--- config.mk ---
export PLATFORM = sky130hd
export DESIGN_NAME = miriscv_ram_arbiter
export DESIGN_NICKNAME = d
export VERILOG_FILES = /design/src/rtl/miriscv_ram_arb_pkg.sv /design/src/rtl/miriscv_rr_arb2.sv /design/src/rtl/miriscv_ram_arbiter.sv
export SDC_FILE = /design/constraint.sdc
export NUM_CORES = 1
export LEC_CHECK = 0
export ABC_AREA = 1
export ABC_CLOCK_PERIOD_IN_PS = 1400
export CELL_PAD_IN_SITES_DETAIL_PLACEMENT = 1
export CELL_PAD_IN_SITES_GLOBAL_PLACEMENT = 1
export CORE_MARGIN = 3
export CORE_UTILIZATION = 10
export CTS_CLUSTER_DIAMETER = 40
export DETAILED_ROUTE_END_ITERATION = 10
export PLACE_DENSITY = 0.87
export SYNTH_ARGS = -nofsm -noshare
export SYNTH_HDL_FRONTEND = slang
export SYNTH_SLANG_ARGS = --single-unit
--- constraint.sdc ---
create_clock -name clk_i -period 1.4 [get_ports clk_i]
set_input_delay 0.14 -clock clk_i [delete_from_list [all_inputs] [get_ports clk_i]]
set_output_delay 0.14 -clock clk_i [all_outputs]
set_load 0.05 [all_outputs]
--- src/rtl/miriscv_ram_arb_pkg.sv ---
// Shared types for the two-master RAM arbiter.
//   NUM_MASTERS : number of masters sharing the RAM data port
//   master_id_t : index of a master (1 bit for two masters)
//   mem_req_t   : request payload of one master (we, be, addr, wdata)
//   mem_rsp_t   : response presented to one master (rvalid, rdata, err)
package miriscv_ram_arb_pkg;

    localparam int NUM_MASTERS = 2;

    typedef logic [0:0] master_id_t;

    typedef struct packed {
        logic        we;
        logic [3:0]  be;
        logic [31:0] addr;
        logic [31:0] wdata;
    } mem_req_t;

    typedef struct packed {
        logic        rvalid;
        logic [31:0] rdata;
        logic        err;
    } mem_rsp_t;

endpackage

--- src/rtl/miriscv_rr_arb2.sv ---
// Two-input round-robin arbiter.
//   clk_i, rst_n_i : clock, asynchronous active-low reset
//   req_i          : per-master request
//   gnt_o          : one-hot grant (combinational)
//   valid_o        : some master is granted this cycle
//   winner_o       : index of the granted master
// The prio register names the master that wins the next contended cycle.
// It only moves on a contended grant, where it is handed to the loser.
module miriscv_rr_arb2
    import miriscv_ram_arb_pkg::*;
(
    input  logic                   clk_i,
    input  logic                   rst_n_i,
    input  logic [NUM_MASTERS-1:0] req_i,
    output logic [NUM_MASTERS-1:0] gnt_o,
    output logic                   valid_o,
    output master_id_t             winner_o
);

    master_id_t prio_reg;
    logic       contended;

    always_comb begin
        contended = req_i[0] & req_i[1];
        valid_o   = |req_i;
        // Uncontended: the single requester (master 1 if req_i[1], else 0).
        if (contended) begin
            winner_o = prio_reg;
        end else begin
            winner_o = req_i[1];
        end
        gnt_o = '0;
        if (valid_o) begin
            gnt_o[winner_o] = 1'b1;
        end
    end

    always_ff @(posedge clk_i or negedge rst_n_i) begin
        if (!rst_n_i) begin
            prio_reg <= '0;
        end else if (contended) begin
            prio_reg <= ~winner_o;
        end
    end

endmodule

--- src/rtl/miriscv_ram_arbiter.sv ---
// Shares the RAM data port between the core LSU (master 0) and an
// external loader/debug master (master 1).
//   clk_i, rst_n_i : clock, asynchronous active-low reset
//   mN_*_i         : master N request (req, we, be, addr, wdata)
//   mN_gnt_o       : combinational grant
//   mN_rvalid_o    : registered response strobe, one cycle after grant
//   mN_rdata_o     : read data (0 unless a valid, non-errored response)
//   mN_err_o       : out-of-range address error
//   ram_*          : native RAM port; ram_rdata_i is valid the cycle
//                    after ram_req_o
// Out-of-range accesses (when ADDR_CHECK=1) are granted but never reach
// the RAM; they get an error response instead.
module miriscv_ram_arbiter
    import miriscv_ram_arb_pkg::*;
#(
    parameter int RAM_SIZE   = 256,
    parameter bit ADDR_CHECK = 1'b1
)
(
    input  logic        clk_i,
    input  logic        rst_n_i,

    input  logic        m0_req_i,
    input  logic        m0_we_i,
    input  logic [3:0]  m0_be_i,
    input  logic [31:0] m0_addr_i,
    input  logic [31:0] m0_wdata_i,
    output logic        m0_gnt_o,
    output logic        m0_rvalid_o,
    output logic [31:0] m0_rdata_o,
    output logic        m0_err_o,

    input  logic        m1_req_i,
    input  logic        m1_we_i,
    input  logic [3:0]  m1_be_i,
    input  logic [31:0] m1_addr_i,
    input  logic [31:0] m1_wdata_i,
    output logic        m1_gnt_o,
    output logic        m1_rvalid_o,
    output logic [31:0] m1_rdata_o,
    output logic        m1_err_o,

    output logic        ram_req_o,
    output logic        ram_we_o,
    output logic [3:0]  ram_be_o,
    output logic [31:0] ram_addr_o,
    output logic [31:0] ram_wdata_o,
    input  logic [31:0] ram_rdata_i
);

    localparam logic [31:0] RAM_LIMIT = 32'(RAM_SIZE);

    logic [NUM_MASTERS-1:0] req;
    logic [NUM_MASTERS-1:0] gnt;
    logic                   win_valid;
    master_id_t             winner;
    mem_req_t               m_req [NUM_MASTERS];
    mem_rsp_t               m_rsp [NUM_MASTERS];
    mem_req_t               win_req;
    logic                   in_range;

    logic                   rsp_valid_reg;
    master_id_t             rsp_id_reg;
    logic                   rsp_err_reg;

    assign req      = {m1_req_i, m0_req_i};
    assign m_req[0] = '{we: m0_we_i, be: m0_be_i, addr: m0_addr_i, wdata: m0_wdata_i};
    assign m_req[1] = '{we: m1_we_i, be: m1_be_i, addr: m1_addr_i, wdata: m1_wdata_i};

    miriscv_rr_arb2 u_arb (
        .clk_i    (clk_i),
        .rst_n_i  (rst_n_i),
        .req_i    (req),
        .gnt_o    (gnt),
        .valid_o  (win_valid),
        .winner_o (winner)
    );

    assign m0_gnt_o = gnt[0];
    assign m1_gnt_o = gnt[1];

    // Forwarding mux and address check.
    always_comb begin
        win_req     = m_req[winner];
        in_range    = (ADDR_CHECK == 1'b0) || (win_req.addr < RAM_LIMIT);
        ram_req_o   = 1'b0;
        ram_we_o    = 1'b0;
        ram_be_o    = '0;
        ram_addr_o  = '0;
        ram_wdata_o = '0;
        if (win_valid) begin
            ram_req_o   = in_range;
            ram_we_o    = win_req.we;
            ram_be_o    = win_req.be;
            ram_addr_o  = win_req.addr;
            ram_wdata_o = win_req.wdata;
        end
    end

    // Every grant yields exactly one response the following cycle.
    always_ff @(posedge clk_i or negedge rst_n_i) begin
        if (!rst_n_i) begin
            rsp_valid_reg <= 1'b0;
            rsp_id_reg    <= '0;
            rsp_err_reg   <= 1'b0;
        end else begin
            rsp_valid_reg <= win_valid;
            rsp_id_reg    <= winner;
            rsp_err_reg   <= win_valid & ~in_range;
        end
    end

    generate
        for (genvar gi = 0; gi < NUM_MASTERS; gi++) begin : g_rsp
            logic rv;
            assign rv        = rsp_valid_reg && (rsp_id_reg == master_id_t'(gi));
            assign m_rsp[gi] = '{rvalid: rv,
                                 rdata:  (rv && !rsp_err_reg) ? ram_rdata_i : 32'h0,
                                 err:    rv && rsp_err_reg};
        end
    endgenerate

    assign m0_rvalid_o = m_rsp[0].rvalid;
    assign m0_rdata_o  = m_rsp[0].rdata;
    assign m0_err_o    = m_rsp[0].err;
    assign m1_rvalid_o = m_rsp[1].rvalid;
    assign m1_rdata_o  = m_rsp[1].rdata;
    assign m1_err_o    = m_rsp[1].err;

endmodule

==> results of run 1 <==
[cell usage in the layout, fill, tap and decap left out, drive strengths merged, types with 2 or more instances in the layout]
| cell | instances |
|---|---|
| o21ai | 4 |
| inv | 71 |
| clkdlybuf4s50 | 171 |
| dlygate4sd2 | 2 |
| nand2 | 84 |
| dfrtp | 4 |
| nand3 | 2 |
| a21oi | 10 |
| a22o | 45 |
| nor2 | 96 |
| clkbuf | 10 |
| buf | 210 |
[worst register-to-register path, cell delays in order, from the launching register on]
cell	delay [ns]
dfrtp_2	0.43
o21ai_4	0.19
buf_6	0.16
nand2_1	0.06
nand2_1	0.11
nand2_1	0.07
nor2_1	0.11
nand2_1	0.12
nor2_2	0.13
buf_4	0.12
a21oi_1	0.05
[layout make-up]
cell class	instances	area share, %
Inverter	72	3.45
Multi-Input combinational cell	242	29.1
Tap cell	216	3.37
Clock buffer	3	0.936
Timing Repair Buffer	390	61.9
Sequential cell	4	1.28
Antenna cell	1	0.0312
[how the worst max path moves through the flow]
stage,from,end,cells after the start
floorplan,u_arb.prio_reg,ram_req_o,11
global route,u_arb.prio_reg,ram_req_o,12
finish,u_arb.prio_reg,ram_req_o,11
CTS,u_arb.prio_reg,ram_req_o,12
detailed placement,m1_req_i,ram_req_o,12
global placement,m0_req_i,ram_req_o,13
[where the power goes]
group	internal [mW]	switching, mW
registers	0.130	0.0176
clock network	0.364	0.0747
logic	1.94	2.14
[cell families (layout without fill, tap and decap cells)]
| family | count (synthesis) | after routing |
|---|---|---|
| AOI/OAI and AO/OA | 59 | 59 |
| buffers and inverters | 93 | 465 |
| DFF | 4 | 4 |
| other | 0 | 1 |
| and+or+nand+nor | 183 | 183 |
[per-layer routing]
layer | vias up | part of all wire [%] | track usage (%)
li1 | 1797 | - | -
met1 | 1768 | 34 | 16.4
met2 | 188 | 57 | 31.9
met3 | 14 | 7.1 | 3.68
met4 | 0 | 1.9 | 3.62
met5 | - | 0 | 0
[what timing repair did]
| action | 4_1_cts | 5_1_grt |
|---|---|---|
| setup buffers | 5 | 8 |
| gates cloned | 2 | 8 |
| pin swaps | 6 | 9 |
| endpoints found under the setup margin | 138 | 137 |
| gates resized for setup | 81 | 48 |
[stage by stage]
step / util, % / cell area [um2] / cells / power (mW)
final: 50.1 / 8020 / 928 / 4.67
after global routing: 50.1 / 8020 / 928 / 4.89
after detailed placement: 44.7 / 7160 / 903 / 3.80
after CTS: 47.6 / 7620 / 913 / 4.50
after floorplan: - / 2830 / 339 / 2.21
after global placement: 44.7 / 7160 / 903 / 3.74
==> reports/qor.yml, run 1 <==
place:
  portBuffers: 313
  post-place-ws_ns: -0.773
  hpwl_mm: 13.2
  routabilityCongestion: 0.796
die:
  core_region_area_mm2: 0.0160
  die_w_um: 134
  dieHeight_um: 134
  start_util_pct: 10.3
  ioPinCount: 314
  die-area_mm2: 0.0180
  rows: 46
drt:
  drc: 0
  firstDrtPassIters: 3
  ant_nets: 0
  initialDrtViolationCount: 77
  num_vias: 3767
  wirelength_mm: 16.5
  post_drt_wl_per_cell_um: 17.8
  vias_per_cell: 4.06
cts:
  clock-sinks: 4
  clk_pin_slew_ns: 0.03
  htree_levels: 1
  cts_buffer_depth: 2
  cts_tree: "yes"
  clock_latency_ns: 0.22
  numCtsBuffers: 3
  hold_buffers: 0
  cts-root-buf: "clkbuf_16"
logic_synthesis:
  yosys.area.top_type_share_pct: 24.0
  yosys-mux-area-fraction_pct: 0
  yosysMostFrequentCell: "nor2_1"
  ys_types: 17
  synth_area_per_cell_um2: 4.85
  synth_largest_area_cell: "a22o_1"
  synth_top_family_by_area: "simple AND/OR/NAND/NOR gates"
  synth-compound-area-share_pct: 29.1
  ys.flop_type: "dfrtp_1"
  synth_xor_area_share_pct: 0
  synth_edf_count: 0
  synth_simple_gate_area_share_pct: 42.3
  syn_area_mm2: 0.00164
  synthTopCellsByCount: "94 x nor2_1, 84 x nand2_1, 70 x inv_1"
  synth_area_leaders: "a22o_1 24%, nor2_1 21%, nand2_1 19%"
  synth-adder-area-share_pct: 0
  synth-seq-cells: 4
  synth_cells: 339
  yosys_warnings: 0
  ys_seq_area_share_pct: 6.09
  ys_async_sr_fraction_pct: 100
  syn-num-nets: 513
worst_setup_path:
  cpLargestDelayFamily: "simple AND/OR/NAND/NOR gates"
  reg2reg_slack_ns: -0.25
  slowest_stage: "dfrtp_2"
  path_cells: "o21ai_4 -> buf_6 -> nand2_1 -> nand2_1 -> nand2_1 -> nor2_1 -> nand2_1 -> nor2_2 -> nand2_1 -> nor2_4 -> buf_12"
  crit_path_end_kind: "primary output"
  crit_top_cell: "nand2_1"
  crit_path_max_fanout: 8
  worstPathArrival_ns: 1.95
  rr_endpoint: "rsp_err_reg"
  max_stage_delay_ns: 0.43
  r2r-start: "u_arb.prio_reg"
  start_kind: "flop"
  cp_num_buf_inv: 2
  reg2regPathDepth: 10
  path_class: "flop to primary output"
  crit_required_ns: 1.26
timing:
  tns_ns: -44.03
  rsz0062_at_grt: "yes"
  max_clock_freq_mhz: 479
  hold_ws_ns: 0.153
  fin_crit_sh_pct: 149
  maxSlewHeadroom_pct: 83.1
  report.final.slew_viol_count: 0
  fin_skew_ns: 0.00386
  tightestPinTransition_ns: 0.253
  finalWorstSetupSlack_ns: -0.689
  fin_crit_ns: 2.09
  setup_viol: 136
  finalHoldViolCount: 0
grt:
  grt_pass1_vias: 4257
  grt_pass1_wl_mm: 23.0
  antenna_found_initial: 1
  grt_max_degree: 35
  overflow: 0
  grtUsageTotal_pct: 15.9
run_status:
  violations: "negative setup slack"
  outcome: "complete, but fails checks"
pwr:
  leakagePower_nw: 3.55
  p_per_area_mw_per_mm2: 583
  ir_drop_mv: 0.395
job:
  cap_violations: 0
finish:
  area.growth.synth_to_final_pct: 388
  multi_input_area_mm2: 0.00233
  final_nets: 887
  n_fill_cell: 1729
  seqCellArea_um2: 103
  drive_gt1_share_pct: 54.3
worst_hold_path:
  hold_path_class: "input pin to asynchronous set/reset pin"
Power figures use the tool's default switching activity.
==> run 2, diff against run 1 <==
CORE_ASPECT_RATIO = 0.7   (was unset)
HOLD_SLACK_MARGIN = 0.15   (was unset)
==> reports/qor.yml, run 2 (same netlist as run 1, synthesis figures left out) <==
run_status:
  outcome: "complete, but fails checks"  # unchanged
  violations: "negative setup slack"  # unchanged
grt:
  grt_pass1_wl_mm: 26.1  # was 23.0 mm
  grt_max_degree: 27  # was 35
  grtUsageTotal_pct: 18.4  # was 15.9%
  grt_pass1_vias: 4510  # was 4257
  antenna_found_initial: 0  # was 1
  overflow: 0  # unchanged
die:
  die-area_mm2: 0.0180  # about the same
  rows: 38  # was 46
  core_region_area_mm2: 0.0158  # was 0.0160 mm2
  dieHeight_um: 113  # was 134 um
  start_util_pct: 10.4  # was 10.3%
  die_w_um: 159  # was 134 um
  ioPinCount: 314  # unchanged
worst_setup_path:
  slowest_stage: "dfrtp_1"  # was dfrtp_2
  start_kind: "flop"  # unchanged
  max_stage_delay_ns: 0.40  # was 0.43 ns
  reg2regPathDepth: 16  # was 10
  worstPathArrival_ns: 2.11  # was 1.95 ns
  path_cells: "buf_6 -> o21ai_4 -> buf_12 -> clkbuf_16 -> nand2_1 -> nand2_1 -> nand2_1 -> nor2_1 -> nand2_1 -> nor2_4 -> nand2_2 -> nor2_4 -> buf_12"  # was o21ai_4 -> buf_6 -> nand2_1 -> nand2_1 -> nand2_1 -> nor2_1 -> nand2_1 -> nor2_2 -> nand2_1 -> nor2_4 -> buf_12
  crit_path_end_kind: "primary output"  # unchanged
  crit_required_ns: 1.26  # about the same
  cp_num_buf_inv: 4  # was 2
  reg2reg_slack_ns: -0.82  # was -0.25 ns
  crit_top_cell: "nand2_1"  # unchanged
  r2r-start: "u_arb.prio_reg"  # unchanged
  crit_path_max_fanout: 5  # was 8
  cpLargestDelayFamily: "simple AND/OR/NAND/NOR gates"  # unchanged
  rr_endpoint: "rsp_err_reg"  # unchanged
  path_class: "flop to primary output"  # unchanged
pwr:
  ir_drop_mv: 0.402  # was 0.395 mV
  sw_frac_of_total_pct: 46.8  # was 47.8%
  comb_power_share_pct: 88.6  # was 87.5%
  p_clk_share_pct: 8.6  # was 9.4%
  p_int_mw: 2.72  # was 2.44 mW
  power_mw: 5.11  # was 4.67 mW
  p_seq_share_pct: 2.8  # was 3.2%
  p_per_area_mw_per_mm2: 591  # was 583 mW/mm2
  leakagePower_nw: 3.82  # was 3.55 nW
  netSwitchingPower_mw: 2.39  # was 2.24 mW
timing:
  maxSlewHeadroom_pct: 82.8  # was 83.1%
  finalWorstSetupSlack_ns: -0.845  # was -0.689 ns
  setup_viol: 137  # was 136
  rsz0062_at_grt: "yes"  # unchanged
  hold_ws_ns: 0.457  # was 0.153 ns
  finalHoldViolCount: 0  # unchanged
  max_clock_freq_mhz: 445  # was 479 MHz
  fin_crit_sh_pct: 160  # was 149%
  fin_crit_ns: 2.25  # was 2.09 ns
  report.final.slew_viol_count: 0  # unchanged
  tightestPinTransition_ns: 0.257  # was 0.253 ns
  fin_skew_ns: 0.000612  # was 0.00386 ns
worst_hold_path:
  hold_end: "u_arb.prio_reg"
  hp-start: "m0_req_i"
  hold_path_class: "input pin to flop"  # was input pin to asynchronous set/reset pin
  min_path_cells: 4
place:
  portBuffers: 313  # unchanged
  placed_cell_area_mm2: 0.00726  # was 0.00716 mm2
  routabilityCongestion: 0.791  # was 0.796
  hpwl_mm: 14.2  # was 13.2 mm
drt:
  firstDrtPassIters: 4  # was 3
  ant_nets: 0  # unchanged
  drc: 0  # unchanged
  initialDrtViolationCount: 91  # was 77
  vias_per_cell: 4.08  # was 4.06
  wirelength_mm: 18.6  # was 16.5 mm
  num_vias: 3950  # was 3767
  post_drt_wl_per_cell_um: 19.2  # was 17.8 um
finish:
  antenna_cells: 0  # was 1
  area.growth.synth_to_final_pct: 426  # was 388%
  drive_gt1_share_pct: 59.3  # was 54.3%
  final_cell_mix: "171 x clkdlybuf4s50_1, 101 x buf_12, 79 x nor2_4"  # was 171 x clkdlybuf4s50_1, 91 x buf_12, 76 x nor2_4
  final_nets: 923  # was 887
  layout_commonest_cell: "clkdlybuf4s50_1"  # unchanged
  final_area_mm2: 0.00865  # was 0.00802 mm2
cts:
  clock-sinks: 4  # unchanged
  numCtsBuffers: 3  # unchanged
  clock_latency_ns: 0.22  # about the same
  cts_buffer_depth: 2  # unchanged
  clk_pin_slew_ns: 0.03  # about the same
  htree_levels: 1  # unchanged
  cts-root-buf: "clkbuf_16"  # unchanged
  cts_tree: "yes"  # unchanged
job:
  cap_violations: 0  # unchanged
-- run 2: worst min-delay path: stages --
cell	delay, ns
dlygate4sd2_1	0.25
inv_2	0.08
o21ai_0	0.10
nand2_1	0.06
-- run 2: worst max path at each step --
| stage | from | endpoint | slack [ns] | cells past startpoint |
|---|---|---|---|---|
| after floorplan | u_arb.prio_reg | ram_req_o | -0.33 | 11 |
| after global placement | m1_req_i | ram_req_o | -0.75 | 13 |
| after detailed placement | m1_req_i | ram_req_o | -0.86 | 13 |
| after CTS | u_arb.prio_reg | ram_req_o | -0.77 | 12 |
| after global routing | u_arb.prio_reg | ram_req_o | -0.99 | 13 |
| final | u_arb.prio_reg | ram_req_o | -0.85 | 13 |
-- run 2: through the flow --
| step | setup TNS (ns) | worst slack (ns) | utilization (%) | instances |
|---|---|---|---|---|
| 4_1_cts | -46.05 | -0.766 | 52.8 | 961 |
| 6_report | -49.92 | -0.845 | 54.8 | 967 |
| 3_5_place_dp | -42.61 | -0.855 | 46.0 | 921 |
| 5_1_grt | -58.15 | -0.989 | 54.8 | 967 |
| 3_3_place_gp | -39.05 | -0.752 | 46.0 | 921 |
| 2_1_floorplan | -20.26 | -0.326 | - | 339 |
-- run 2: what timing repair did --
item                                    in CTS  in global routing
endpoints found under the setup margin     135                138
resized for setup                          149                 75
setup buffers                               32                 14
hold buffers                                 1                  0
cloned                                       6                  6
pin swaps                                   16                 44
hold endpoints to repair                     4                  0
-- run 2: metal layers --
metal | vias up | global-route usage, % | wire length [um]
met5 | - | 0 | 0
met4 | 0 | 2.04 | 252
met3 | 16 | 4.13 | 1090
met2 | 171 | 36.7 | 10400
met1 | 1900 | 20.7 | 6890
li1 | 1863 | - | -
-- run 2: power by group through the flow --
stage	clock (mW)	combinational [mW]	sequential (mW)
2_1_floorplan	0	2.07	0.141
3_3_place_gp	0	3.66	0.144
3_5_place_dp	0	3.73	0.145
4_1_cts	0.448	4.33	0.138
5_1_grt	0.461	4.71	0.143
6_report	0.439	4.53	0.142
-- run 2: layout make-up --
type	count	area [um2]
clock buffers	3	75.1
fillers	1642	7140
inverters	72	277
multi-input cells	242	2420
flip-flops and latches	4	101
well taps	220	275
repair buffers	426	5500
==> run 3, diff against run 2 <==
GPL_ROUTABILITY_DRIVEN = 1   (was unset)
GPL_TIMING_DRIVEN = 0   (was unset)
==> reports/qor.yml, run 3 (same netlist as run 1, synthesis figures left out) <==
cts:
  cts-root-buf: "clkbuf_16"  # unchanged
  numCtsBuffers: 3  # unchanged
  clock_latency_ns: 0.23  # was 0.22 ns
  clk_pin_slew_ns: 0.03  # about the same
  clock-sinks: 4  # unchanged
  cts_buffer_depth: 2  # unchanged
  htree_levels: 1  # unchanged
  cts_tree: "yes"  # unchanged
finish:
  layout_commonest_cell: "clkdlybuf4s50_1"  # unchanged
  area.growth.synth_to_final_pct: 372  # was 426%
  drive_gt1_share_pct: 57.7  # was 59.3%
  final_nets: 893  # was 923
  final_cell_mix: "171 x clkdlybuf4s50_1, 132 x buf_6, 72 x nor2_4"  # was 171 x clkdlybuf4s50_1, 101 x buf_12, 79 x nor2_4
  antenna_cells: 0  # unchanged
  final_util_pct: 49.2  # was 54.8%
timing:
  hold_ws_ns: 0.311  # was 0.457 ns
  report.final.slew_viol_count: 0  # unchanged
  tightestPinTransition_ns: 0.421  # was 0.257 ns
  max_clock_freq_mhz: 450  # was 445 MHz
  finalHoldViolCount: 0  # unchanged
  maxSlewHeadroom_pct: 71.9  # was 82.8%
  fin_skew_ns: 0.00232  # was 0.000612 ns
  finalWorstSetupSlack_ns: -0.823  # was -0.845 ns
  fin_crit_ns: 2.22  # was 2.25 ns
  fin_crit_sh_pct: 159  # was 160%
  setup_viol: 138  # was 137
  rsz0062_at_grt: "yes"  # unchanged
worst_setup_path:
  rr_endpoint: "rsp_err_reg"  # unchanged
  reg2reg_slack_ns: -0.75  # was -0.82 ns
  cpLargestDelayFamily: "simple AND/OR/NAND/NOR gates"  # unchanged
  start_kind: "flop"  # unchanged
  crit_path_end_kind: "primary output"  # unchanged
  reg2regPathDepth: 15  # was 16
  cp_num_buf_inv: 3  # was 4
  worstPathArrival_ns: 2.08  # was 2.11 ns
  path_class: "flop to primary output"  # unchanged
  crit_required_ns: 1.26  # about the same
  crit_path_max_fanout: 5  # unchanged
  r2r-start: "u_arb.prio_reg"  # unchanged
  path_cells: "inv_2 -> a21oi_4 -> buf_6 -> nand2_2 -> nand2_2 -> nand2_1 -> nor2_1 -> nand2_1 -> nor2_4 -> nand2_2 -> nor2_4 -> buf_8"  # was buf_6 -> o21ai_4 -> buf_12 -> clkbuf_16 -> nand2_1 -> nand2_1 -> nand2_1 -> nor2_1 -> nand2_1 -> nor2_4 -> nand2_2 -> nor2_4 -> buf_12
  crit_top_cell: "nand2_2"  # was nand2_1
  max_stage_delay_ns: 0.41  # was 0.40 ns
  slowest_stage: "dfrtp_1"  # unchanged
die:
  rows: 38  # unchanged
  start_util_pct: 10.4  # unchanged
  core_region_area_mm2: 0.0158  # unchanged
  dieHeight_um: 113  # unchanged
  die_w_um: 159  # unchanged
  ioPinCount: 314  # unchanged
  die-area_mm2: 0.0180  # unchanged
grt:
  overflow: 0  # unchanged
  antenna_found_initial: 0  # unchanged
  grtUsageTotal_pct: 17.2  # was 18.4%
  grt_max_degree: 11  # was 27
  grt_pass1_wl_mm: 24.8  # was 26.1 mm
  grt_pass1_vias: 4241  # was 4510
drt:
  wirelength_mm: 16.8  # was 18.6 mm
  ant_nets: 0  # unchanged
  post_drt_wl_per_cell_um: 18.0  # was 19.2 um
  vias_per_cell: 4.01  # was 4.08
  drc: 0  # unchanged
  firstDrtPassIters: 4  # unchanged
  initialDrtViolationCount: 96  # was 91
  num_vias: 3756  # was 3950
worst_hold_path:
  hold_end: "u_arb.prio_reg"  # unchanged
  hold_path_class: "input pin to flop"  # unchanged
  min_path_cells: 3  # was 4
  hp-start: "m0_req_i"  # unchanged
place:
  routabilityCongestion: 0.803  # was 0.791
  hpwl_mm: 12.7  # was 14.2 mm
  portBuffers: 313  # unchanged
run_status:
  violations: "negative setup slack"  # unchanged
  outcome: "complete, but fails checks"  # unchanged
pwr:
  ir_drop_mv: 0.390  # was 0.402 mV
  p_per_area_mw_per_mm2: 597  # was 591 mW/mm2
  leakagePower_nw: 3.54  # was 3.82 nW
job:
  cap_violations: 0  # unchanged
==> run 3: final cells by class <==
type	count	area [um2]
Tap cell	220	275
Inverter	72	277
Fill cell	1762	8030
Timing Repair Buffer	378	4320
Buffer	18	288
Clock buffer	3	75.1
Multi-Input combinational cell	242	2420
Sequential cell	4	101
==> run 3: what timing repair did <==
action                                  4_1_cts  5_1_grt
buffers inserted                             42       27
endpoints found under the setup margin      143      141
resized for setup                          1031      157
cloned                                        8        2
hold endpoints to repair                      4        0
pin swaps                                    22       33
hold buffers                                  1        0
==> run 3: worst min-delay path, stage by stage <==
cell and delay (ns):
clkbuf_2 0.18, nand3_4 0.13, nand2_1 0.05
==> run 3: power breakdown <==
group	switching [mW]	total (mW)	leakage, nW	internal, mW
combinational	2.17	4.04	3.46	1.87
clock	0.0827	0.448	0.0370	0.365
sequential	0.0164	0.145	0.0439	0.128
total	2.27	4.63	3.54	2.36
==> run 3: how the worst max path moves through the flow <==
stage                    from               to  slack (ns)  depth (start not counted)
3_5_place_dp         m0_req_i  ram_wdata_o[19]       -1.87                          7
5_1_grt        u_arb.prio_reg        ram_req_o       -0.93                         12
2_1_floorplan  u_arb.prio_reg        ram_req_o       -0.33                         11
6_report       u_arb.prio_reg        ram_req_o       -0.82                         12
4_1_cts        u_arb.prio_reg        ram_req_o       -0.78                         12
3_3_place_gp         m1_req_i  ram_wdata_o[19]       -1.86                          8
==> run 3: metal layers <==
metal	share of wire (%)	vias to the layer above	GRT usage [%]
li1	-	1801	-
met1	39	1784	20.2
met2	54	163	33.5
met3	6.4	8	3.22
met4	0.58	0	2.39
met5	0	-	0
==> run 3: metrics by stage <==
| stage | total power [mW] | setup TNS [ns] | cells | cell area (um2) | setup WS [ns] |
|---|---|---|---|---|---|
| 2_1_floorplan | 2.21 | -20.26 | 339 | 2830 | -0.326 |
| 3_3_place_gp | 3.43 | -150.74 | 872 | 6240 | -1.86 |
| 3_5_place_dp | 3.47 | -153.37 | 872 | 6240 | -1.87 |
| 4_1_cts | 4.29 | -60.80 | 923 | 7110 | -0.781 |
| 5_1_grt | 4.83 | -71.27 | 937 | 7760 | -0.929 |
| 6_report | 4.63 | -61.99 | 937 | 7760 | -0.823 |
